<file path="src/rtl/uart_alu_pkg.sv">
// Shared definitions for the UART ALU datapath: response opcodes,
// response header size and the response framer state encoding.
package uart_alu_pkg;

   localparam logic [7:0] OP_ADD = 8'hEC;
   localparam logic [7:0] OP_MUL = 8'hED;
   localparam logic [7:0] OP_DIV = 8'hEE;

   // opcode, reserved zero byte, 16-bit little-endian length
   localparam int RSP_HDR_BYTES = 4;

   typedef enum logic [1:0] {
      IDLE  = 2'd0,
      SEND  = 2'd1,
      CKSUM = 2'd2
   } rsp_state_t;

endpackage

</file>
<file path="src/rtl/uart_rsp_framer.sv">
// Response framer: takes one result word + opcode in a single handshake and
// streams a fixed-length byte packet to the UART transmitter.
// Packet: opcode, 8'h00, LEN[7:0], LEN[15:8], result bytes LSB first.
// Optional build macro UART_RSP_CHECKSUM_EN appends an 8-bit additive
// checksum byte (and counts it in LEN).
module uart_rsp_framer
   import uart_alu_pkg::*;
#(
   parameter int datawidth_p = 32
) (
   input  logic                   clk_i,
   input  logic                   rst_i,
   input  logic [datawidth_p-1:0] result_i,
   input  logic [7:0]             opcode_i,
   input  logic                   valid_i,
   output logic                   ready_o,
   output logic [7:0]             tx_data_o,
   output logic                   tx_valid_o,
   input  logic                   tx_ready_i,
   output logic                   busy_o
);

   localparam int NB = datawidth_p / 8;
`ifdef UART_RSP_CHECKSUM_EN
   localparam int LEN       = RSP_HDR_BYTES + NB + 1;
   localparam int LAST_DATA = LEN - 2;   // checksum byte follows
`else
   localparam int LEN       = RSP_HDR_BYTES + NB;
   localparam int LAST_DATA = LEN - 1;
`endif
   localparam int          CW    = $clog2(LEN + 2);
   localparam logic [15:0] LEN16 = 16'(LEN);

   rsp_state_t             state, state_n;
   logic [CW-1:0]          cnt, cnt_n;
   logic [datawidth_p-1:0] res_q, res_n;
   logic [7:0]             op_q, op_n;
   logic [7:0]             data_q, data_n;
   logic                   vld_q, vld_n;
   logic                   rdy_q, rdy_n;
   logic                   busy_q, busy_n;
   logic                   tx_hs;
`ifdef UART_RSP_CHECKSUM_EN
   logic [7:0]             sum_q, sum_n;
`endif

   assign tx_hs      = vld_q && tx_ready_i;
   assign ready_o    = rdy_q;
   assign tx_data_o  = data_q;
   assign tx_valid_o = vld_q;
   assign busy_o     = busy_q;

   // Counter-indexed byte mux over the captured opcode/result.
   function automatic logic [7:0] pick(input logic [CW-1:0] idx,
                                       input logic [7:0] op,
                                       input logic [datawidth_p-1:0] res);
      logic [7:0] b;
      b = 8'h00;
      case (int'(idx))
         0:       b = op;
         1:       b = 8'h00;
         2:       b = LEN16[7:0];
         3:       b = LEN16[15:8];
         default: begin
            for (int i = 0; i < NB; i++)
               if (int'(idx) == RSP_HDR_BYTES + i) b = res[i*8 +: 8];
         end
      endcase
      return b;
   endfunction

   // State and datapath registers; reset drops any packet in flight.
   always_ff @(posedge clk_i or posedge rst_i) begin
      if (rst_i) begin
         state  <= IDLE;
         cnt    <= '0;
         res_q  <= '0;
         op_q   <= '0;
         data_q <= '0;
         vld_q  <= 1'b0;
         rdy_q  <= 1'b0;
         busy_q <= 1'b0;
`ifdef UART_RSP_CHECKSUM_EN
         sum_q  <= '0;
`endif
      end else begin
         state  <= state_n;
         cnt    <= cnt_n;
         res_q  <= res_n;
         op_q   <= op_n;
         data_q <= data_n;
         vld_q  <= vld_n;
         rdy_q  <= rdy_n;
         busy_q <= busy_n;
`ifdef UART_RSP_CHECKSUM_EN
         sum_q  <= sum_n;
`endif
      end
   end

   // Next-state logic; outputs are registered so they hold under backpressure.
   always_comb begin
      state_n = state;
      cnt_n   = cnt;
      res_n   = res_q;
      op_n    = op_q;
      data_n  = data_q;
      vld_n   = vld_q;
      rdy_n   = rdy_q;
      busy_n  = busy_q;
`ifdef UART_RSP_CHECKSUM_EN
      sum_n   = sum_q;
`endif
      case (state)
         IDLE: begin
            rdy_n  = 1'b1;
            vld_n  = 1'b0;
            busy_n = 1'b0;
            cnt_n  = '0;
`ifdef UART_RSP_CHECKSUM_EN
            sum_n  = '0;
`endif
            if (valid_i && rdy_q) begin
               res_n   = result_i;
               op_n    = opcode_i;
               data_n  = opcode_i;
               vld_n   = 1'b1;
               busy_n  = 1'b1;
               rdy_n   = 1'b0;
               state_n = SEND;
            end
         end
         SEND: begin
            rdy_n = 1'b0;
            if (tx_hs) begin
`ifdef UART_RSP_CHECKSUM_EN
               sum_n = sum_q + data_q;
`endif
               if (cnt == CW'(LAST_DATA)) begin
`ifdef UART_RSP_CHECKSUM_EN
                  data_n  = sum_q + data_q;
                  cnt_n   = cnt + CW'(1);
                  state_n = CKSUM;
`else
                  vld_n   = 1'b0;
                  busy_n  = 1'b0;
                  rdy_n   = 1'b1;
                  cnt_n   = '0;
                  state_n = IDLE;
`endif
               end else begin
                  cnt_n  = cnt + CW'(1);
                  data_n = pick(cnt + CW'(1), op_q, res_q);
               end
            end
         end
`ifdef UART_RSP_CHECKSUM_EN
         CKSUM: begin
            rdy_n = 1'b0;
            if (tx_hs) begin
               vld_n   = 1'b0;
               busy_n  = 1'b0;
               rdy_n   = 1'b1;
               cnt_n   = '0;
               state_n = IDLE;
            end
         end
`endif
         default: begin
            vld_n   = 1'b0;
            busy_n  = 1'b0;
            rdy_n   = 1'b0;
            cnt_n   = '0;
            state_n = IDLE;
         end
      endcase
   end

endmodule
</file>
<file path="config.mk">
export PLATFORM = sky130hd
export DESIGN_NAME = uart_rsp_framer
export DESIGN_NICKNAME = d
export VERILOG_FILES = /design/src/rtl/uart_alu_pkg.sv /design/src/rtl/uart_rsp_framer.sv
export SDC_FILE = /design/constraint.sdc
export NUM_CORES = 1
export LEC_CHECK = 0
export CORE_ASPECT_RATIO = 1.4
export CORE_MARGIN = 2
export CORE_UTILIZATION = 46
export CTS_CLUSTER_DIAMETER = 40
export DETAILED_ROUTE_END_ITERATION = 7
export PLACE_DENSITY_LB_ADDON = 0.25
export SLEW_MARGIN = 20
export SYNTH_ARGS = -nofsm -noshare
export SYNTH_HDL_FRONTEND = slang
export SYNTH_SLANG_ARGS = --single-unit
</file>
<file path="constraint.sdc">
create_clock -name clk_i -period 2.05 [get_ports clk_i]
set_input_delay 0.615 -clock clk_i [delete_from_list [all_inputs] [get_ports clk_i]]
set_output_delay 0.615 -clock clk_i [all_outputs]
set_load 0.02 [all_outputs]
</file>
* Word-level counts from Yosys, hierarchy flattened
Cells that the tools add are included.
** Word-level totals
- Output and inout port bits :: 11
- Register bits :: 56
- Word-level logic and storage cells :: 55
** Cells by class
- Equal/unequal tests :: 13
- Mux-type cells :: 24
- $add $sub $neg :: 1
- Reductions and logical operators :: 10
** Operators by type and width (count)
- two-way mux 8 bit :: 7
- one-hot mux 8 bit (3 select lines) :: 1
- equality test 4 bit (second input constant) :: 4
- one-hot mux 8 bit (2 select lines) :: 1
- two-way mux 4 bit :: 3
- equality test 4 x 2 -> 1 bit (second input constant) :: 2
- != test 2 bit (second input constant) :: 4
- two-way mux 1 bit :: 6
- two-way mux 2 bit :: 3
- adder 4 x 1 -> 4 bit (second input constant) :: 1
- equality test 4 x 1 -> 1 bit (second input constant) :: 1
- equality test 4 x 3 -> 1 bit (second input constant) :: 1
- zero test 4 bit :: 1
- one-hot mux 1 bit (2 select lines) :: 2
- one-hot mux 2 bit (2 select lines) :: 1
- AND reduction 2 bit :: 2
- AND reduction 4 bit :: 1
- AND reduction 3 bit :: 1
- equality test 2 x 1 -> 1 bit (second input constant) :: 1
- logical AND 1 bit :: 2
- zero test 2 bit :: 1
- nonzero test 2 bit :: 1
- OR reduction 2 bit :: 1

* Depth between registers and ports, before layout
- Depth after elaboration :: 10
- Gate-level depth with buffers :: 9

* Worst setup path after synthesis
OpenSTA, ideal clock, no wires.
- Path kind :: register -> register
- Start :: register cnt[0]
- End :: register data_q[0], in the netlist tx_data_o[0]
- Data required time :: 1926 ps
- Setup time :: 124 ps
- Buffers on the path :: 2
- Cell stages (with the launch flop) :: 10
- Data arrival time :: 1759 ps
- Setup slack :: 168 ps
- Clock period less this slack :: 1882 ps
- Path through :: dfrtp_1 inv_1 ha_1 buf_6 or2_1 buf_6 a221oi_4 a221oi_2 a221oi_2 nor2_1
** On the way
- Longest elaborated chain between the ends :: 10
- Elaborated cells between the ends (all ways) :: 21
** RTL lines
- start, declared :: RTL line uart_rsp_framer.sv:35 : logic [CW-1:0] cnt, cnt_n;
- start signal, assigned :: RTL line uart_rsp_framer.sv:88 : cnt <= cnt_n;
- adder 4 x 1 -> 4 bit :: RTL line uart_rsp_framer.sv:153 : data_n = pick(cnt + CW'(1), op_q, res_q);
- equality test 4 bit :: RTL line uart_rsp_framer.sv:66 : if (int'(idx) == RSP_HDR_BYTES + i) b = res[i*8 +: 8];
- two-way mux 8 bit (4 in a row) :: RTL line uart_rsp_framer.sv:66
- one-hot mux 8 bit (3 select lines) :: RTL line uart_rsp_framer.sv:59 : case (int'(idx))
- two-way mux 8 bit :: RTL line uart_rsp_framer.sv:139 : if (cnt == CW'(LAST_DATA)) begin
- two-way mux 8 bit :: RTL line uart_rsp_framer.sv:135 : if (tx_hs) begin
- one-hot mux 8 bit (2 select lines) :: RTL line uart_rsp_framer.sv:114 : case (state)
- end signal, assigned :: RTL line uart_rsp_framer.sv:91 : data_q <= data_n;
- end, declared :: RTL line uart_rsp_framer.sv:38 : logic [7:0] data_q, data_n;
Several ways; a longest one is shown, not always the timed one. The select of a mux whose other input is x is not followed.
A chain may end at the register's enable or synchronous reset.

* Worst setup path after layout
- Start :: register data_q[6], in the netlist tx_data_o[6]
- End :: output tx_data_o[6]
** RTL lines
- end, declared :: RTL line uart_rsp_framer.sv:17 : output logic [7:0] tx_data_o,
No word-level cell between the ends.

==> run summary <==
Crit Path Category - flop to primary output
Syn_area_per_cell - 11.7 sq um
Hold_buf cts - 0
Syn_nets - 281
Dpl ws - 19.5 ps
RSZ-0062 raised after global routing - no
Reg clk slew, reported paths - 100 ps
Top cells by area, synth - dfrtp_1, mux2_2, a221oi_2
TritonCTS clock tree - built
WL final - 5560 um
Required time of the critical path - 1430 ps
Critical path's slowest cell - clkdlybuf4s50_1
Max Cap Viol - 0
CP Cell Sequence - clkdlybuf4s50_1
Hold Startpoint - res_q[31]$_DFFE_PP0P_
Initial core utilization - 47.1%
Initial antenna violation count - 0
I/O pin count - 55
Ys Warns - 0
Largest net degree at the start of global routing - 56
Final worst-path cycle share - 95.2%
Status - complete, no violations
Post-layout min period - 1950 ps
Max FO, Critical Path - 3
Vias in the first global route - 1920
Via density - 5.42
FF-to-FF path depth - 7
Max VDD drop - 0.594 mV
Setup Buffers After CTS - 0
Worst-Margin Slew - 408 ps
Worst Setup End Kind - primary output
CTS max path bufs - 2
Die area - 6560 sq um
FF-to-FF Start - cnt[0]$_DFFE_PP0P_
Worst Hold Path EP - res_q[31]$_DFFE_PP0P_
Crit path DAT - 1340 ps
Routed WL per cell - 15.3 um
Core area - 5780 sq um
Vias - 1967
Fin. Hold Viols - 0
Placement row count - 33
Synth area leader - dfrtp_1
Layout net count - 341
Worst hold path class - flop to flop
R2R Setup Slk - 170 ps
Antenna cells - 0
DP Wirelength - 4150 um
Remaining Overflow, GRT - 0
Fmax - 513 MHz
Lkg Pwr - 0.00154 uW
Top_reg_cell synth - dfrtp_1
Chip height - 95.1 um
Clk_lat worst skew - 310 ps
Placement Cell Area - 3380 sq um
Crit-path leading delay family - buffers and inverters
Ys async rst share - 100%
P per Cell Area - 1020 nW/um^2
Seq/Total Area, Yosys - 50.5%
First DRT Iteration DRCs - 126
Clock Sinks - 55
Most numerous cell in the Yosys netlist - dfrtp_1
Critical path startpoint category - flop
Antenna viol nets, final - 0
DRC violations left - 0
CP Buf/Inv Count - 1
First-pass GRT wire length - 9250 um
CTS resizes - 0
Synthesized cell area - 2720 sq um
GR Util All Layers - 17.9%
Synth-to-Final Area Change - 28.7%
Non-Filler Instances - 363
Fin area - 3500 sq um
Synth cell count leaders - dfrtp_1, mux2_2, inv_1, nor2_1, a21oi_1
Drt pass-1 iters - 4
Final Worst Setup Slack - 98.8 ps
Fin. max-slew vios - 0
Max stage delay on crit path - 620 ps
Worst hold path depth - 1
Cells after Synth - 232
Synth cell types - 33
Layout cells sized above 1 - 25.6%
Clk_skew - 10.4 ps
H-Tree Depth - 2
Final setup viols - 0
Die W - 69.0 um
GP Congestion - 0.846
Dpl cells - 355
Slew HR - 72.8%
Share of the synthesized area in the top cell type - 50.5%
Total Neg Setup Slack - 0 ps
Synth Register Bits - 55
Post-synth EDFFs - 0
Number of CTS-inserted buffers - 5
PortBufs - 54
Critical R2R Capture - tx_data_o[2]$_DFFE_PP0P_
Root Buffer Master - clkbuf_8
kinds of logic after synthesis:
group / Yosys count / share of synthesized area [%]
AOI/OAI and AO/OA: 53 / 16.0
and+or+nand+nor: 43 / 7.62
xor gates and xnor gates: 3 / 0.965
buffers and inverters: 33 / 6.06
DFF: 55 / 50.5
adders and majority gates: 5 / 2.30
muxes: 40 / 16.5
state kept, by name (all words and copies together) (netlist names):
| name | cells |
|---|---|
| busy_o | 1 |
| state | 1 |
| cnt | 4 |
| op_q | 8 |
| ready_o | 1 |
| tx_data_o | 8 |
| res_q | 32 |
cell usage in the layout (no fill, tap or decap), drive strengths merged, types with 5 or more instances in the layout:
cell type	Yosys	layout
inv	18	19
o22ai	8	8
mux2	40	40
clkbuf	2	6
dfrtp	55	55
buf	13	14
clkdlybuf4s50	0	52
ha	5	5
a21oi	13	13
nand2	9	9
a221oi	19	19
nor2	15	15
o21ai	6	6
nor2b	5	5
nand3	5	5
per-layer routing:
metal / part of all wire, % / track usage, % / vias up
met2: 52 / 30.4 / 45
met3: 3.7 / 3.38 / 11
met1: 41 / 22.4 / 956
li1: - / - / 955
met4: 2.8 / 8.01 / 0
met5: 0 / 0 / -
worst max path at each step:
stage / slack [ps] / depth (start not counted) / end / start
4_1_cts: 30 / 1 / busy_o / busy_o$_DFFE_PP0P_
2_1_floorplan: 90 / 1 / busy_o$_DFFE_PP0P_ / rst_i
6_report: 100 / 1 / tx_data_o[6] / tx_data_o[6]$_DFFE_PP0P_
5_1_grt: 7 / 6 / busy_o$_DFFE_PP0P_ / cnt[1]$_DFFE_PP0P_
3_5_place_dp: 20 / 5 / tx_data_o[5]$_DFFE_PP0P_ / tx_ready_i
3_3_place_gp: 70 / 4 / op_q[5]$_DFFE_PP0P_ / valid_i
report_power, final:
group	internal, uW	leakage, uW	switching, uW
Combinational	733	0.000779	789
Sequential	1220	0.000702	126
Clock	369	0.0000558	348
Total	2320	0.00154	1260
through the flow:
step                hold WS, ps  util [%]  total power [uW]
CTS                         517      60.5              3600
floorplan                   479         -              2440
global route                528      60.6              3820
detailed placement          494      58.5              2880
global placement            487      58.5              2850
finish                      515      60.6              3580
layout make-up:
class	count	area, sq um
flip-flops and latches	55	1380
inverters	18	67.6
fillers	494	2280
clock inverters	2	38.8
well taps	70	87.6
multi-input cells	144	1190
clock buffers	6	72.6
repair buffers	68	676
No activity file was read; power rests on OpenSTA's default activity.
